[src/rtl/program_loader_pkg.sv]
// Shared types and constants for the boot-time program loader.
package program_loader_pkg;

   typedef enum logic [2:0] {
      HEADER   = 3'd0,
      PAYLOAD  = 3'd1,
      CHECKSUM = 3'd2,
      DONE     = 3'd3,
      ERROR    = 3'd4
   } load_state_t;

   localparam int HEADER_BYTES   = 4;
   localparam int BYTES_PER_WORD = 4;

   // Frame checksum is a plain XOR over header and payload bytes.
   function automatic logic [7:0] xor_accumulate(input logic [7:0] acc, input logic [7:0] data);
      return acc ^ data;
   endfunction

endpackage

[src/rtl/program_loader_word_assembler.sv]
// Collects four little-endian bytes into a 32-bit word; used for both header and payload.
module word_assembler
   import program_loader_pkg::*;
(
   input  logic        clk,
   input  logic        reset,
   input  logic        shift_enable,
   input  logic [7:0]  byte_data,
   output logic        word_ready,
   output logic [31:0] word_value
);

   logic [1:0]  byte_count_r;
   logic [23:0] shift_r;

   // The word completes combinationally with the 4th byte so the caller can act on the same edge.
   assign word_ready = shift_enable && (byte_count_r == 2'(BYTES_PER_WORD - 1));
   assign word_value = {byte_data, shift_r};

   // Byte counter and shift-in register; the counter wraps to 0 after each word.
   always_ff @(posedge clk) begin
      if (reset) begin
         byte_count_r <= 2'd0;
         shift_r      <= 24'd0;
      end else if (shift_enable) begin
         byte_count_r <= byte_count_r + 2'd1;
         shift_r      <= {byte_data, shift_r[23:8]};
      end else begin
         byte_count_r <= byte_count_r;
         shift_r      <= shift_r;
      end
   end

endmodule

[src/rtl/program_loader.sv]
// Boot loader: parses a framed byte stream, writes program memory, and releases the core
// only after the whole image has arrived with a matching checksum.
module program_loader
   import program_loader_pkg::*;
#(
   parameter int unsigned MAX_WORDS    = 1024,
   parameter logic [31:0] BASE_ADDRESS = 32'd0
)
(
   input  logic        clk,
   input  logic        reset,
   input  logic        byte_valid,
   input  logic [7:0]  byte_data,
   output logic        byte_ready,
   output logic        memory_write_enabled,
   output logic [31:0] memory_write_address,
   output logic [31:0] memory_write_value,
   output logic        processor_hold,
   output logic        load_complete,
   output logic        load_error
);

   localparam int IDX_W = $clog2(MAX_WORDS + 1);

   load_state_t      state_r;
   logic [IDX_W-1:0] word_index_r;
   logic [IDX_W-1:0] word_count_r;
   logic [7:0]       running_xor_r;

   logic             accept_s;
   logic             shift_enable_s;
   logic             word_ready_s;
   logic [31:0]      word_value_s;
   logic [IDX_W-1:0] next_index_s;

   // Ready is a pure function of state so the source sees refusal immediately in terminal states.
   always_comb begin
      byte_ready = 1'b0;
      if (reset) begin
         byte_ready = 1'b0;
      end else begin
         case (state_r)
            HEADER, PAYLOAD, CHECKSUM: byte_ready = 1'b1;
            default:                   byte_ready = 1'b0;
         endcase
      end
   end

   assign accept_s       = byte_valid && byte_ready;
   assign shift_enable_s = accept_s && ((state_r == HEADER) || (state_r == PAYLOAD));
   assign next_index_s   = word_index_r + IDX_W'(1);

   word_assembler u_word_assembler (
      .clk          (clk),
      .reset        (reset),
      .shift_enable (shift_enable_s),
      .byte_data    (byte_data),
      .word_ready   (word_ready_s),
      .word_value   (word_value_s)
   );

   // Frame state machine with registered memory write port and status flags.
   always_ff @(posedge clk) begin
      if (reset) begin
         state_r              <= HEADER;
         word_index_r         <= '0;
         word_count_r         <= '0;
         running_xor_r        <= 8'd0;
         memory_write_enabled <= 1'b0;
         memory_write_address <= 32'd0;
         memory_write_value   <= 32'd0;
         processor_hold       <= 1'b1;
         load_complete        <= 1'b0;
         load_error           <= 1'b0;
      end else begin
         memory_write_enabled <= 1'b0;
         case (state_r)
            HEADER: begin
               if (accept_s) begin
                  running_xor_r <= xor_accumulate(running_xor_r, byte_data);
               end
               // The count is judged as a full 32-bit value before it is narrowed.
               if (word_ready_s) begin
                  if (word_value_s > 32'(MAX_WORDS)) begin
                     state_r    <= ERROR;
                     load_error <= 1'b1;
                  end else if (word_value_s == 32'd0) begin
                     state_r <= CHECKSUM;
                  end else begin
                     state_r      <= PAYLOAD;
                     word_count_r <= IDX_W'(word_value_s);
                  end
               end
            end
            PAYLOAD: begin
               if (accept_s) begin
                  running_xor_r <= xor_accumulate(running_xor_r, byte_data);
               end
               if (word_ready_s) begin
                  memory_write_enabled <= 1'b1;
                  memory_write_address <= BASE_ADDRESS + (32'(word_index_r) << 2);
                  memory_write_value   <= word_value_s;
                  word_index_r         <= next_index_s;
                  if (next_index_s == word_count_r) begin
                     state_r <= CHECKSUM;
                  end
               end
            end
            CHECKSUM: begin
               if (accept_s) begin
                  if (byte_data == running_xor_r) begin
                     state_r        <= DONE;
                     load_complete  <= 1'b1;
                     processor_hold <= 1'b0;
                  end else begin
                     state_r    <= ERROR;
                     load_error <= 1'b1;
                  end
               end
            end
            default: begin
               state_r <= state_r;
            end
         endcase
      end
   end

endmodule

[config.mk]
export PLATFORM = sky130hd
export DESIGN_NAME = program_loader
export DESIGN_NICKNAME = d
export VERILOG_FILES = /design/src/rtl/program_loader_pkg.sv /design/src/rtl/program_loader_word_assembler.sv /design/src/rtl/program_loader.sv
export SDC_FILE = /design/constraint.sdc
export NUM_CORES = 1
export LEC_CHECK = 0
export ABC_AREA = 1
export BUFFER_PORTS_ARGS = -buffer_cell sky130_fd_sc_hd__buf_2
export CORE_MARGIN = 2
export CORE_UTILIZATION = 50
export CTS_CLUSTER_SIZE = 25
export DETAILED_ROUTE_END_ITERATION = 8
export PLACE_DENSITY = 0.84
export SYNTH_ARGS = -nofsm -noshare
export SYNTH_HDL_FRONTEND = slang
export SYNTH_SLANG_ARGS = --single-unit
[constraint.sdc]
create_clock -name clk -period 1.39 [get_ports clk]
set_input_delay 0.3475 -clock clk [delete_from_list [all_inputs] [get_ports clk]]
set_output_delay 0.3475 -clock clk [all_outputs]
set_load 0.005 [all_outputs]
Word-level counts from Yosys, hierarchy flattened
Index checks and enable logic that the tools add are counted.
W data, S select, Z words.
Cells by class
  $add $sub $neg: 2
  $lt $le $gt $ge: 1
  equal/unequal tests: 11
  muxes and demuxes: 16
  bitwise gates (word level): 4
  reduce and logical (&&, ||, !) cells: 17
Operators by type and width (number)
  $gt A32 B11 Y1 const B: 1
  $logic_not A32 Y1: 1
  $mux W3: 6
  $add A11 B1 Y11 const B: 1
  $eq A11 B11 Y1: 1
  $reduce_and A5 Y1: 2
  $pmux W3 S3: 1
  $eq A8 B8 Y1: 1
  $ne A2 B1 Y1 const B: 4
  $xor A8 B8 Y8: 1
  $mux W1: 7
  $ne A2 B2 Y1 const B: 2
  $reduce_and A2 Y1: 2
  $reduce_and A4 Y1: 1
  $reduce_or A2 Y1: 2
  $eq A3 B1 Y1 const B: 1
  $eq A3 B2 Y1 const B: 1
  $logic_and A1 B1 Y1: 3
  $logic_not A3 Y1: 1
  $not A1 Y1: 3
  $reduce_and A3 Y1: 1
  $reduce_bool A3 Y1: 1
  $reduce_or A3 Y1: 1
  $add A2 B1 Y2 const B: 1
  other kinds (5): 5
Storage, ports and cells
  register bits after elaboration: 106
  bits of input ports: 11
  logic and storage cells: 63

Longest topological paths before layout
Gate-level depths: netlist (run 1).
  depth after elaboration: 9
  depth in mapped cells: 15
  gate-level depth less buffers: 15

By module
A second synthesis (run 1) with hierarchy kept.
Second synthesis, totals
  cell total of the unflattened synthesis: 692
  area, all modules: 4948.5 µm²
Modules (own cells, without submodules)
  program_loader: times used 1, cells each 517, area an instance 3762.4 µm², seq. area each 1601.5 µm²
  word_assembler: times used 1, cells each 175, area an instance 1186.1 µm², seq. area each 520.5 µm²

Least setup slack after synthesis (run 1)
Ideal clock, no wire load.
  path kind: register -> register
  from: reg u_word_assembler.shift_r[19]
  to: reg word_count_r[3]
  setup time: 0.118 ns
  arrival time: 1.385 ns
  data required time: 1.272 ns
  path slack: -0.113 ns
  stages on the path, launching flop included: 11
  buffers on the path: 1
  cells stage by stage: dfxtp_1 inv_1 nand4_1 or2_0 nor2_1 nand2_1 nand3_4 nor2_4 buf_4 o21ai_1 nor2_1
Between the ends
  word-level cells in the longest chain between the ends: 3
Ends and longest elaborated chain
  start: declaration: RTL line program_loader_word_assembler.sv:14  | logic [23:0] shift_r;
  start signal: assignment: RTL line program_loader_word_assembler.sv:27  | shift_r <= {byte_data, shift_r[23:8]};
  start signal: assignment: RTL line program_loader_word_assembler.sv:30  | shift_r <= shift_r;
  $gt A32 B11 Y1 or $logic_not A32 Y1 (tied branches): RTL line program_loader.sv:84, program_loader.sv:87
  $not A1 Y1 (no line)
  $reduce_and A4 Y1 (no line) *
  end signal: assignment: RTL line program_loader.sv:91  | word_count_r <= IDX_W'(word_value_s);
  end: declaration: RTL line program_loader.sv:27  | logic [IDX_W-1:0] word_count_r;
Mark *: on every way between the ends. The rest lies on a longest branch, timed or not.
A chain may end at the register's enable or synchronous reset.

Worst setup path in the final report (run 1)
  from: reg state_r[2]
  to: reg state_r[1]
Between the ends
  word-level cells in the longest chain between the ends: 9
Ends and longest elaborated chain
  start: declaration: RTL line program_loader.sv:25  | load_state_t state_r;
  start signal: assignment: RTL line program_loader.sv:122  | state_r <= state_r;
  $eq A3 B1 Y1, or another cell as far along: RTL line program_loader.sv:42, program_loader.sv:50, program_loader.sv:77
  $reduce_or A3 Y1: RTL line program_loader.sv:42  | case (state_r)
  $mux W1: RTL line program_loader.sv:42
  $mux W1: RTL line program_loader.sv:39  | if (reset) begin
  $logic_and A1 B1 Y1: RTL line program_loader.sv:49  | assign accept_s = byte_valid && byte_ready;
  $logic_and A1 B1 Y1: RTL line program_loader.sv:50  | assign shift_enable_s = accept_s && ((state_r == HEADER) || (state_r == PAYLOAD));
  $logic_and A1 B1 Y1: RTL line program_loader_word_assembler.sv:17  | assign word_ready = shift_enable && (byte_count_r == 2'(BYTES_PER_WORD - 1));
  $ne A2 B1 Y1 (no line)
  $reduce_and A5 Y1 (no line)
Several ways; a longest one is shown, not always the timed one.

==> results of run 1 <==
## cell type report
cell class                      count  area [um^2]
Inverter                           65          269
Fill cell                         302          836
Sequential cell                   106         2160
Multi-Input combinational cell    400         3140
Timing Repair Buffer              213         2060
Tap cell                          108          135
Clock buffer                       10          128
Clock inverter                      6         82.6
## critical path, cell delays in order (launching register included)
cell,delay [ns]
sky130_fd_sc_hd__dfxtp_4,0.42
sky130_fd_sc_hd__nor2_4,0.07
sky130_fd_sc_hd__buf_4,0.15
sky130_fd_sc_hd__inv_2,0.12
sky130_fd_sc_hd__nor2_4,0.07
sky130_fd_sc_hd__nand2_1,0.15
sky130_fd_sc_hd__inv_2,0.08
sky130_fd_sc_hd__nor2_4,0.17
sky130_fd_sc_hd__nand4_1,0.20
sky130_fd_sc_hd__nor2_1,0.21
sky130_fd_sc_hd__nand2_2,0.13
sky130_fd_sc_hd__nand3_2,0.10
sky130_fd_sc_hd__nand2_1,0.11
sky130_fd_sc_hd__inv_1,0.11
## kinds of logic (layout without fill, tap and decap cells)
kind of cell,after synthesis,after routing
adder cells (fa/ha/maj),2,2
XOR/XNOR,13,13
other,1,21
AO/OA/AOI/OAI,183,183
AND/OR/NAND/NOR,180,181
flip-flops,106,106
buffers and inverters,117,294
## power by group through the flow
stage          combinational [mW]  clock (mW)  sequential (mW)
3_3_place_gp                 1.81           0             3.54
4_1_cts                      2.63        2.03             3.51
2_1_floorplan               0.993           0             3.55
3_5_place_dp                 1.89           0             3.55
6_report                     4.05        2.14             3.68
5_1_grt                      4.07        2.21             3.67
## routing by layer
layer	global-route usage [%]	up-vias	share of wire, %
li1	-	2343	-
met4	25.0	2	11
met2	61.4	646	44
met3	8.29	273	12
met1	38.2	2783	32
met5	0	-	0.25
## sequential cells by signal (all words and copies together), names as in the netlist
signal	flops
memory_write_value	32
running_xor_r	8
word_index_r	11
u_word_assembler.shift_r	24
memory_write_address	11
word_count_r	11
load_error	1
u_word_assembler.byte_count_r	2
memory_write_enabled	1
load_complete	1
state_r	3
processor_hold	1
## synth_stat cells (2+ instances only)
cell type                  instances  share of area [%]
sky130_fd_sc_hd__o21ai_0          92                 10
sky130_fd_sc_hd__ha_1              2               0.55
sky130_fd_sc_hd__buf_2            14                1.5
sky130_fd_sc_hd__o21ai_1          10                1.1
sky130_fd_sc_hd__nand2_1          53                4.4
sky130_fd_sc_hd__a21oi_1          75                8.2
sky130_fd_sc_hd__nor2_1           67                5.5
sky130_fd_sc_hd__xor2_1            9                1.7
sky130_fd_sc_hd__xnor2_1           3               0.58
sky130_fd_sc_hd__nand3_1          22                2.4
sky130_fd_sc_hd__nand4_1           9                1.2
sky130_fd_sc_hd__dfxtp_1         106                 46
sky130_fd_sc_hd__clkbuf_1         14                1.2
sky130_fd_sc_hd__nor2_4            3               0.74
sky130_fd_sc_hd__buf_4            23                3.8
sky130_fd_sc_hd__nor2_2            2               0.27
sky130_fd_sc_hd__nor3_1           17                1.9
sky130_fd_sc_hd__inv_1            62                5.1
sky130_fd_sc_hd__a31oi_1           3               0.41
## per-stage QoR
stage               setup slack [ns]  setup TNS (ns)
CTS                           -0.251          -17.27
global placement              -0.305          -13.77
floorplan                    -0.0812           -1.10
global route                  -0.748          -44.96
finish                        -0.773          -45.17
detailed placement            -0.426          -18.61
## worst paths after layout
check	slack [ns]	to	start
max	-0.77	state_r[1]	state_r[2]
min	0.34	memory_write_value[26]	byte_data[2]
max reg2reg	-0.77	state_r[1]	state_r[2]
min reg2reg	0.51	memory_write_address[3]	memory_write_address[3]
## what timing repair did
action | in CTS | in global routing
setup buffers | 25 | 20
gates resized for setup | 214 | 216
pin swaps | 33 | 48
setup endpoints to repair | 104 | 107
gates cloned | 18 | 7
## cells in the final DEF, fill, tap and decap left out, drive strengths merged
cell / n
nand3b: 1
conb: 21
clkbuf: 16
ha: 2
o21ai: 102
nand4: 9
xnor3: 1
or2: 1
nand3: 24
bufinv: 1
a31oi: 3
o21bai: 1
buf: 207
nor2: 73
clkinv: 3
nor3: 18
a21boi: 1
o211ai: 1
nand2: 54
xnor2: 3
a21oi: 75
dfxtp: 106
inv: 67
xor2: 9
nor4: 1
==> impl_table.tex, run 1 <==
\begin{tabular}{lr}
\hline
Metric & Value \\
\hline
\multicolumn{2}{l}{\textbf{Place}} \\
\quad HPWL after detailed placement & 8420 um \\
\quad Cell area after placement & 5660 um\^{}2 \\
\quad Final estimated routing congestion in global placement & 0.883 \\
\quad Total of buffers placed on input and output ports & 58 \\
\quad Placed instance count & 832 \\
\multicolumn{2}{l}{\textbf{Logic synthesis}} \\
\quad Main combinational cell family by area after synthesis & compound AO/OA/AOI/OAI gates \\
\quad Post-synthesis instance area & 4570 um\^{}2 \\
\quad Post-synthesis cell count & 602 \\
\quad Yosys warning total & 0 \\
\quad Number of synthesized flops with an enable pin & 0 \\
\quad Area share of and/or/nand/nor cells after synthesis & 17.9\% \\
\quad Post-Synthesis Mean Instance Area & 7.59 um\^{}2 \\
\quad Distinct cells, synth & 35 \\
\quad Proportion of register bits with asynchronous set or reset after synthesis & 0\% \\
\quad Fraction of synthesized cell area in xor and xnor cells & 2.79\% \\
\quad Top FF cell, synth & sky130\_fd\_sc\_hd\_\_dfxtp\_1 \\
\quad Complex-gate fraction of the synthesized area & 20.3\% \\
\quad Share of synthesized area spent on multiplexers & 0\% \\
\quad Sequential element share of the synthesized area & 46.4\% \\
\quad Yosys reg bits & 106 \\
\quad Post-synthesis share of cell area spent on full adders, half adders and majority gates & 0.548\% \\
\multicolumn{2}{l}{\textbf{Floorplanning}} \\
\quad Standard-cell rows & 34 \\
\quad Starting utilization of the core area & 51.9\% \\
\quad Die Ht & 99.6 um \\
\quad Area inside the core boundary & 8810 um\^{}2 \\
\quad Die ar. & 9920 um\^{}2 \\
\quad Die Span X & 99.6 um \\
\quad IO Pins & 80 \\
\multicolumn{2}{l}{\textbf{Power}} \\
\quad Power Internal & 5.92 mW \\
\quad Peak supply drop & 1.17 mV \\
\quad Power share of the clock group & 21.7\% \\
\quad Total power of the final layout & 9.88 mW \\
\quad Fraction of power consumed by sequential logic & 37.3\% \\
\quad Switching portion of total power & 40.1\% \\
\quad Pwr per Cell Area & 1240 nW/um\^{}2 \\
\quad Share of power burned in combinational logic & 41.0\% \\
\quad Switching power & 3.96 mW \\
\quad LEAKAGE & 3.36 nW \\
\multicolumn{2}{l}{\textbf{Clock tree}} \\
\quad Count of hold buffers inserted by post-cts repair & 0 \\
\quad Clock Tree Root & sky130\_fd\_sc\_hd\_\_clkbuf\_8 \\
\quad Num CTS Buffers & 9 \\
\quad Maximum buffer depth of the clock tree & 2 \\
\quad Maximum level of the CTS H-tree & 3 \\
\quad Worst-path clk slew & 0.13 ns \\
\quad TritonCTS clock tree & built \\
\quad Clk sink count & 106 \\
\quad Worst-skew pair later-pin latency & 0.41 ns \\
\multicolumn{2}{l}{\textbf{Global route}} \\
\quad Total routing usage reported by global routing & 35.5\% \\
\quad Vias in the first global route & 5,392 \\
\quad Number of antenna violations at the first check in global routing & 0 \\
\quad Wire length of the first global-routing pass & 27,600 um \\
\quad GRT Residual Overflow & 0 \\
\quad Largest net degree at the start of global routing & 59 \\
\multicolumn{2}{l}{\textbf{STA}} \\
\quad Smallest setup slack after layout & -0.773 ns \\
\quad Maximum frequency from static timing analysis & 462 MHz \\
\quad Actual slew at the worst max-slew pin & 0.661 ns \\
\quad Final-report max-slew violation count & 0 \\
\quad RSZ-0062 raised after global routing & true \\
\quad Number of failing hold endpoints at the final stage & 0 \\
\quad Smallest hold slack & 0.337 ns \\
\quad Largest clock skew in the final design & 0.0253 ns \\
\quad Final number of setup-violating endpoints & 108 \\
\quad Period Utilization, post-route & 156\% \\
\quad Shortest clock period the worst path allows after layout & 2.16 ns \\
\quad Worst slew slack as a fraction of its limit & 55.9\% \\
\multicolumn{2}{l}{\textbf{Setup path}} \\
\quad WS Path Type & register to register \\
\quad Crit path DAT & 2.49 ns \\
\quad Critical path launch point type & register \\
\quad Peak fanout along the critical path & 3 \\
\quad Crit end category & register \\
\quad Required time at the endpoint of the critical path & 1.72 ns \\
\quad Worst Reg-to-Reg Cells & 13 \\
\multicolumn{2}{l}{\textbf{Outcome}} \\
\quad Violations in the final reports & negative setup slack \\
\quad Run status & complete, but fails checks \\
\multicolumn{2}{l}{\textbf{Final layout}} \\
\quad Net count reported at finish & 808 \\
\quad Fraction of layout instances using a drive strength above 1 & 58.8\% \\
\quad Post-layout instance area & 7970 um\^{}2 \\
\quad Filler-free cell count of the finished design & 908 \\
\quad Post-synthesis to final-layout area growth & 74.4\% \\
\quad Antenna diode instance count & 0 \\
\quad Layout Utilization & 90.5\% \\
\multicolumn{2}{l}{\textbf{Hold path}} \\
\quad Worst Hold Class & input port to register \\
\quad Worst Hold Path Cells & 4 \\
\multicolumn{2}{l}{\textbf{Detailed routing}} \\
\quad Number of DRC markers in iteration 0 & 804 \\
\quad Residual DRC & 0 \\
\quad Post-DR wirelength/cell & 27.8 um \\
\quad Post-DRT Antenna Nets & 0 \\
\quad Detailed Routing Iterations Pass 1 & 8 \\
\quad Routed via count & 6,047 \\
\quad Average via count per standard cell & 6.66 \\
\quad Detailed Route WL & 25,200 um \\
\multicolumn{2}{l}{\textbf{Job}} \\
\quad Reported max-cap violation count & 0 \\
\hline
\end{tabular}
Note: power is estimated with default switching activity, not from simulation.
==> run 2, diff against run 1 <==
--- a/config.mk
+++ b/config.mk
@@ -8,10 +8,12 @@
 export ABC_AREA = 1
 export BUFFER_PORTS_ARGS = -buffer_cell sky130_fd_sc_hd__buf_2
 export CORE_MARGIN = 2
-export CORE_UTILIZATION = 50
+export CORE_UTILIZATION = 25
 export CTS_CLUSTER_SIZE = 25
 export DETAILED_ROUTE_END_ITERATION = 8
-export PLACE_DENSITY = 0.84
+export PLACE_DENSITY = 0.52
+export SKIP_CTS_REPAIR_TIMING = 1
 export SYNTH_ARGS = -nofsm -noshare
 export SYNTH_HDL_FRONTEND = slang
 export SYNTH_SLANG_ARGS = --single-unit
+export TNS_END_PERCENT = 20
==> run 2 against run 1 <==
Net effect:
- the flow still finishes with violations (negative setup slack)
- total power decreased by 13%
- sequential power fell by 5%
- largest cell class unchanged
- worst hold slack improved by 0.0015 ns
- maximum frequency is 32% higher
==> impl_table.tex, run 2 (same netlist as run 1, synthesis figures left out) <==
\begin{tabular}{lr}
\hline
Metric & Value \\
\hline
\multicolumn{2}{l}{\textbf{Outcome}} \\
\quad Run status & complete, but fails checks \\
\quad Violations in the final reports & negative setup slack \\
\multicolumn{2}{l}{\textbf{Detailed routing}} \\
\quad Post-DR wirelength/cell & 13.0 um \\
\quad Residual DRC & 0 \\
\quad Detailed Route WL & 13,000 um \\
\quad Number of DRC markers in iteration 0 & 253 \\
\quad Post-DRT Antenna Nets & 0 \\
\quad Routed via count & 4,383 \\
\quad Detailed Routing Iterations Pass 1 & 4 \\
\quad Average via count per standard cell & 4.40 \\
\multicolumn{2}{l}{\textbf{Global route}} \\
\quad Vias in the first global route & 4,052 \\
\quad Number of antenna violations at the first check in global routing & 0 \\
\quad Largest net degree at the start of global routing & 59 \\
\quad GRT Residual Overflow & 0 \\
\quad Total routing usage reported by global routing & 12.9\% \\
\quad Wire length of the first global-routing pass & 20,100 um \\
\multicolumn{2}{l}{\textbf{Clock tree}} \\
\quad TritonCTS clock tree & built \\
\quad Worst-path clk slew & 0.07 ns \\
\quad Maximum level of the CTS H-tree & 3 \\
\quad Clk sink count & 106 \\
\quad Maximum buffer depth of the clock tree & 2 \\
\quad Worst-skew pair later-pin latency & 0.36 ns \\
\quad Num CTS Buffers & 9 \\
\quad Clock Tree Root & sky130\_fd\_sc\_hd\_\_clkbuf\_16 \\
\multicolumn{2}{l}{\textbf{Hold path}} \\
\quad Worst Hold Class & input port to register \\
\multicolumn{2}{l}{\textbf{Setup path}} \\
\quad Most common cell type on the critical path & sky130\_fd\_sc\_hd\_\_nor2\_4 \\
\quad WS Path Type & register to output port \\
\quad Peak fanout along the critical path & 5 \\
\quad Bufs and invs on worst path & 2 \\
\quad Delay of the slowest critical-path stage & 0.36 ns \\
\quad Required time at the endpoint of the critical path & 1.04 ns \\
\quad Critical path launch point type & register \\
\quad Top cell family by delay on the critical path & flip-flops \\
\quad Flop-to-flop setup slack & -0.22 ns \\
\quad Library cell contributing the largest single delay on the critical path & sky130\_fd\_sc\_hd\_\_dfxtp\_2 \\
\quad Crit end category & output port \\
\quad Crit path cell chain & nor2\_4, nor2\_4, buf\_4, nor2\_1, buf\_2 \\
\quad Crit path DAT & 1.30 ns \\
\multicolumn{2}{l}{\textbf{Final layout}} \\
\quad Largest register FFs & 32 \\
\quad Antenna diode instance count & 0 \\
\quad Most flops, register & memory\_write\_value \\
\quad Post-layout instance area & 6590 um\^{}2 \\
\quad Post-synthesis to final-layout area growth & 44.2\% \\
\quad Net count reported at finish & 776 \\
\quad Most common library cell in the layout ignoring fill and taps & sky130\_fd\_sc\_hd\_\_buf\_4 \\
\quad Commonest non-fill, non-tap cells in the layout & 111 x sky130\_fd\_sc\_hd\_\_buf\_4, 98 x sky130\_fd\_sc\_hd\_\_dfxtp\_1, 75 x sky130\_fd\_sc\_hd\_\_a21oi\_1 \\
\quad Registers with the highest flip-flop counts & memory\_write\_value: 32 flops, u\_word\_assembler.shift\_r: 24 flops \\
\quad Fraction of layout instances using a drive strength above 1 & 35.8\% \\
\multicolumn{2}{l}{\textbf{Power}} \\
\quad Total power of the final layout & 8.58 mW \\
\quad Peak supply drop & 0.651 mV \\
\quad Pwr per Cell Area & 1300 nW/um\^{}2 \\
\quad LEAKAGE & 2.97 nW \\
\multicolumn{2}{l}{\textbf{STA}} \\
\quad Total Negative Setup Slacks & -10.73 ns \\
\quad Maximum frequency from static timing analysis & 608 MHz \\
\quad Largest clock skew in the final design & 0.00901 ns \\
\quad Final number of setup-violating endpoints & 101 \\
\quad Shortest clock period the worst path allows after layout & 1.64 ns \\
\quad Final-report max-slew violation count & 0 \\
\quad Smallest setup slack after layout & -0.254 ns \\
\quad RSZ-0062 raised after global routing & true \\
\quad Number of failing hold endpoints at the final stage & 0 \\
\quad Period Utilization, post-route & 118\% \\
\multicolumn{2}{l}{\textbf{Place}} \\
\quad Final estimated routing congestion in global placement & 0.802 \\
\quad Total of buffers placed on input and output ports & 58 \\
\quad HPWL after detailed placement & 8880 um \\
\quad Cell area after placement & 5860 um\^{}2 \\
\multicolumn{2}{l}{\textbf{Floorplanning}} \\
\quad Area inside the core boundary & 18,000 um\^{}2 \\
\quad Die ar. & 19,400 um\^{}2 \\
\quad IO Pins & 80 \\
\quad Standard-cell rows & 49 \\
\quad Starting utilization of the core area & 25.4\% \\
\quad Die Span X & 139 um \\
\quad Die Ht & 139 um \\
\multicolumn{2}{l}{\textbf{Job}} \\
\quad Reported max-cap violation count & 0 \\
\hline
\end{tabular}
run 2: routing by layer:
metal,track usage (%),wire length [um],vias up
met5,0,0,-
met4,6.49,365,0
met3,2.56,426,21
met2,20.2,6020,90
met1,16.9,6180,1997
li1,-,-,2275
run 2: worst reg2reg max path: stages (launching register included):
cell and delay [ns]:
sky130_fd_sc_hd__dfxtp_4 0.37, sky130_fd_sc_hd__ha_4 0.17, sky130_fd_sc_hd__nand3_2 0.11, sky130_fd_sc_hd__nor2_2 0.15, sky130_fd_sc_hd__nand3b_1 0.12, sky130_fd_sc_hd__nand2_2 0.09
sky130_fd_sc_hd__xor2_1 0.14, sky130_fd_sc_hd__nor2_1 0.06, sky130_fd_sc_hd__nand2_1 0.10, sky130_fd_sc_hd__nand3_1 0.09, sky130_fd_sc_hd__nand2_1 0.07, sky130_fd_sc_hd__inv_1 0.03
run 2: final cells by class:
| cell class | count | area (um^2) |
|---|---|---|
| clock buffer | 10 | 239 |
| clock inverter | 6 | 90.1 |
| fill | 1873 | 11400 |
| inverter | 65 | 254 |
| multi-input combinational | 400 | 2240 |
| sequential | 106 | 2140 |
| tap | 229 | 287 |
| timing repair buffer | 181 | 1350 |
run 2: final timing paths:
path | startpoint | end | cells past startpoint
worst max-delay path | state_r[2] | byte_ready | 5
worst min register to register | load_complete | load_complete | 2
worst max register to register | word_index_r[1] | state_r[1] | 11
worst min-delay path | byte_data[1] | memory_write_value[25] | 4
run 2: through the flow:
| step | hold WS [ns] | instances | worst slack [ns] | util, % |
|---|---|---|---|---|
| final | 0.338 | 997 | -0.254 | 36.7 |
| after global placement | 0.441 | 966 | -0.479 | 32.6 |
| after global routing | 0.365 | 997 | -0.330 | 36.7 |
| after detailed placement | 0.448 | 966 | -0.463 | 32.6 |
| after CTS | 0.338 | 982 | -0.280 | 34.5 |
| after floorplan | 0.429 | 622 | -0.0812 | - |
run 2: power breakdown:
group / switching (mW) / leakage (nW) / total (mW) / internal, mW
sequential: 0.189 / 0.863 / 3.51 / 3.32
clock: 1.22 / 0.159 / 2.86 / 1.63
combinational: 1.14 / 1.95 / 2.22 / 1.07
total: 2.55 / 2.97 / 8.58 / 6.02
==> run 3, diff against run 2 <==
--- a/config.mk
+++ b/config.mk
@@ -11,7 +11,7 @@
 export CORE_UTILIZATION = 25
 export CTS_CLUSTER_SIZE = 25
 export DETAILED_ROUTE_END_ITERATION = 8
-export PLACE_DENSITY = 0.52
+export PLACE_DENSITY = 0.47
 export SKIP_CTS_REPAIR_TIMING = 1
 export SYNTH_ARGS = -nofsm -noshare
 export SYNTH_HDL_FRONTEND = slang
==> run 3 against run 2 <==
Net effect:
- the run still ends with negative setup slack left
- maximum frequency decreased by 0.17%
- total power decreased by 2.5%
- global-route usage grew 0.27 points
- die area is the same
- sequential share of layout area shrank 0.61 points
- combinational power up 4%
- worst setup slack worse by 0.0027 ns
- non-clock buffer count grew 6
- critical path depth rose by 3
- clock power down 11%
- sequential power about the same
- critical endpoint is now memory_write_address[6]
- highest routed layer unchanged
==> impl_table.tex, run 3 (same netlist as run 1, synthesis figures left out) <==
\begin{tabular}{lr}
\hline
Metric & Value \\
\hline
\multicolumn{2}{l}{\textbf{STA}} \\
\quad Maximum frequency from static timing analysis & 607 MHz \\
\quad Final-report max-slew violation count & 0 \\
\quad RSZ-0062 raised after global routing & true \\
\quad Smallest hold slack & 0.315 ns \\
\quad Shortest clock period the worst path allows after layout & 1.65 ns \\
\quad Smallest setup slack after layout & -0.257 ns \\
\quad Largest clock skew in the final design & 0.00999 ns \\
\quad Final number of setup-violating endpoints & 99 \\
\quad Period Utilization, post-route & 118\% \\
\quad Number of failing hold endpoints at the final stage & 0 \\
\multicolumn{2}{l}{\textbf{Final layout}} \\
\quad Antenna diode instance count & 0 \\
\quad Layout Utilization & 37.4\% \\
\quad Most flops, register & memory\_write\_value \\
\quad Net count reported at finish & 782 \\
\quad Filler-free cell count of the finished design & 1,003 \\
\quad Registers with the highest flip-flop counts & memory\_write\_value: 32 flops, u\_word\_assembler.shift\_r: 24 flops \\
\quad Layout filler cell count & 1,897 \\
\quad Fraction of layout instances using a drive strength above 1 & 38.9\% \\
\quad Post-synthesis to final-layout area growth & 47.2\% \\
\quad Largest register FFs & 32 \\
\quad Commonest non-fill, non-tap cells in the layout & 114 x sky130\_fd\_sc\_hd\_\_buf\_4, 96 x sky130\_fd\_sc\_hd\_\_dfxtp\_1, 67 x sky130\_fd\_sc\_hd\_\_a21oi\_1 \\
\quad Most common library cell in the layout ignoring fill and taps & sky130\_fd\_sc\_hd\_\_buf\_4 \\
\multicolumn{2}{l}{\textbf{Floorplanning}} \\
\quad Starting utilization of the core area & 25.4\% \\
\quad Die Span X & 139 um \\
\quad Area inside the core boundary & 18,000 um\^{}2 \\
\quad Die Ht & 139 um \\
\quad Die ar. & 19,400 um\^{}2 \\
\quad IO Pins & 80 \\
\quad Standard-cell rows & 49 \\
\multicolumn{2}{l}{\textbf{Place}} \\
\quad Post-Place Worst Slack & -0.435 ns \\
\quad Placed instance count & 970 \\
\quad Final estimated routing congestion in global placement & 0.814 \\
\quad Total of buffers placed on input and output ports & 58 \\
\quad HPWL after detailed placement & 9060 um \\
\multicolumn{2}{l}{\textbf{Clock tree}} \\
\quad Num CTS Buffers & 9 \\
\quad Maximum buffer depth of the clock tree & 2 \\
\quad Maximum level of the CTS H-tree & 3 \\
\quad Worst-skew pair later-pin latency & 0.36 ns \\
\quad TritonCTS clock tree & built \\
\quad Clock Tree Root & sky130\_fd\_sc\_hd\_\_clkbuf\_16 \\
\quad Worst-path clk slew & 0.08 ns \\
\quad Clk sink count & 106 \\
\multicolumn{2}{l}{\textbf{Hold path}} \\
\quad Worst Hold Class & input port to register \\
\quad Hold-critical path endpoint & memory\_write\_value[28] \\
\quad Hold path start & byte\_data[4] \\
\quad Worst Hold Path Cells & 3 \\
\multicolumn{2}{l}{\textbf{Setup path}} \\
\quad Reg-to-reg startpoint & u\_word\_assembler.byte\_count\_r[0] \\
\quad Critical R2R Capture & memory\_write\_address[6] \\
\quad Flop-to-flop setup slack & -0.26 ns \\
\quad Critical path launch point type & register \\
\quad Crit end category & register \\
\quad Required time at the endpoint of the critical path & 1.69 ns \\
\quad WS Path Type & register to register \\
\quad Worst Reg-to-Reg Cells & 8 \\
\quad Crit path DAT & 1.94 ns \\
\quad Peak fanout along the critical path & 21 \\
\multicolumn{2}{l}{\textbf{Job}} \\
\quad Reported max-cap violation count & 0 \\
\multicolumn{2}{l}{\textbf{Power}} \\
\quad Pwr per Cell Area & 1240 nW/um\^{}2 \\
\quad Total power of the final layout & 8.36 mW \\
\quad LEAKAGE & 2.99 nW \\
\quad Peak supply drop & 0.688 mV \\
\multicolumn{2}{l}{\textbf{Detailed routing}} \\
\quad Residual DRC & 0 \\
\quad Post-DR wirelength/cell & 14.2 um \\
\quad Detailed Route WL & 14,200 um \\
\quad Post-DRT Antenna Nets & 0 \\
\quad Number of DRC markers in iteration 0 & 182 \\
\quad Detailed Routing Iterations Pass 1 & 4 \\
\quad Average via count per standard cell & 4.37 \\
\quad Routed via count & 4,381 \\
\multicolumn{2}{l}{\textbf{Global route}} \\
\quad Vias in the first global route & 4,087 \\
\quad Number of antenna violations at the first check in global routing & 0 \\
\quad GRT Residual Overflow & 0 \\
\quad Wire length of the first global-routing pass & 20,500 um \\
\quad Largest net degree at the start of global routing & 84 \\
\quad Total routing usage reported by global routing & 13.2\% \\
\multicolumn{2}{l}{\textbf{Outcome}} \\
\quad Violations in the final reports & negative setup slack \\
\quad Run status & complete, but fails checks \\
\hline
\end{tabular}
==> run 3: changes by cell type in the layout (fill, tap and decap cells not counted), sizes merged <==
cell | previous run | this run
buf | 178 | 182
bufinv | 2 | 0
clkbuf | 13 | 15
inv | 64 | 66
clkinv | 4 | 3
clkinvlp | 1 | 2
==> run 3: worst max-delay path, cell delays in order, from the launching register on <==
cell and delay (ns):
sky130_fd_sc_hd__dfxtp_2 0.36, sky130_fd_sc_hd__ha_4 0.14, sky130_fd_sc_hd__nand4_1 0.15, sky130_fd_sc_hd__buf_4 0.18, sky130_fd_sc_hd__nor2_4 0.11, sky130_fd_sc_hd__buf_12 0.17, sky130_fd_sc_hd__clkbuf_16 0.22, sky130_fd_sc_hd__o21ai_0 0.10
sky130_fd_sc_hd__a21oi_1 0.14
==> run 3: area by class of cell <==
class | instances | area [um^2] | share of cell area [%]
Clock buffer | 10 | 239 | 3.55
Clock inverter | 6 | 48.8 | 0.725
Inverter | 65 | 254 | 3.78
Multi-Input combinational cell | 400 | 2320 | 34.4
Sequential cell | 106 | 2140 | 31.8
Tap cell | 229 | 287 | 4.26
Timing Repair Buffer | 187 | 1440 | 21.4
==> run 3: report_power, final <==
group	switching, mW	internal [mW]
Clock	1.26	1.29
Combinational	1.18	1.13
Sequential	0.183	3.32
==> run 3: worst max path at each step <==
stage	slack (ns)	end	startpoint	cells after the start
floorplan	-0.08	word_count_r[0]	state_r[0]	10
global placement	-0.37	word_count_r[10]	byte_data[4]	8
detailed placement	-0.44	word_count_r[3]	byte_data[4]	8
CTS	-0.33	word_index_r[9]	u_word_assembler.byte_count_r[0]	7
global route	-0.36	word_count_r[0]	u_word_assembler.shift_r[1]	9
finish	-0.26	memory_write_address[6]	u_word_assembler.byte_count_r[0]	8
==> run 3: through the flow <==
step / instance area, um^2 / TNS [ns]
after floorplan: 4750 / -1.91
after global placement: 5870 / -24.56
after detailed placement: 5870 / -25.30
after CTS: 6160 / -21.75
after global routing: 6730 / -23.66
final: 6730 / -13.76
==> run 3: metal layers <==
| layer | GRT usage (%) | up-vias | wire length, um |
|---|---|---|---|
| li1 | - | 2286 | - |
| met4 | 3.40 | 0 | 143 |
| met2 | 21.9 | 84 | 6770 |
| met3 | 3.66 | 11 | 602 |
| met5 | 0 | - | 0 |
| met1 | 16.9 | 2000 | 6700 |
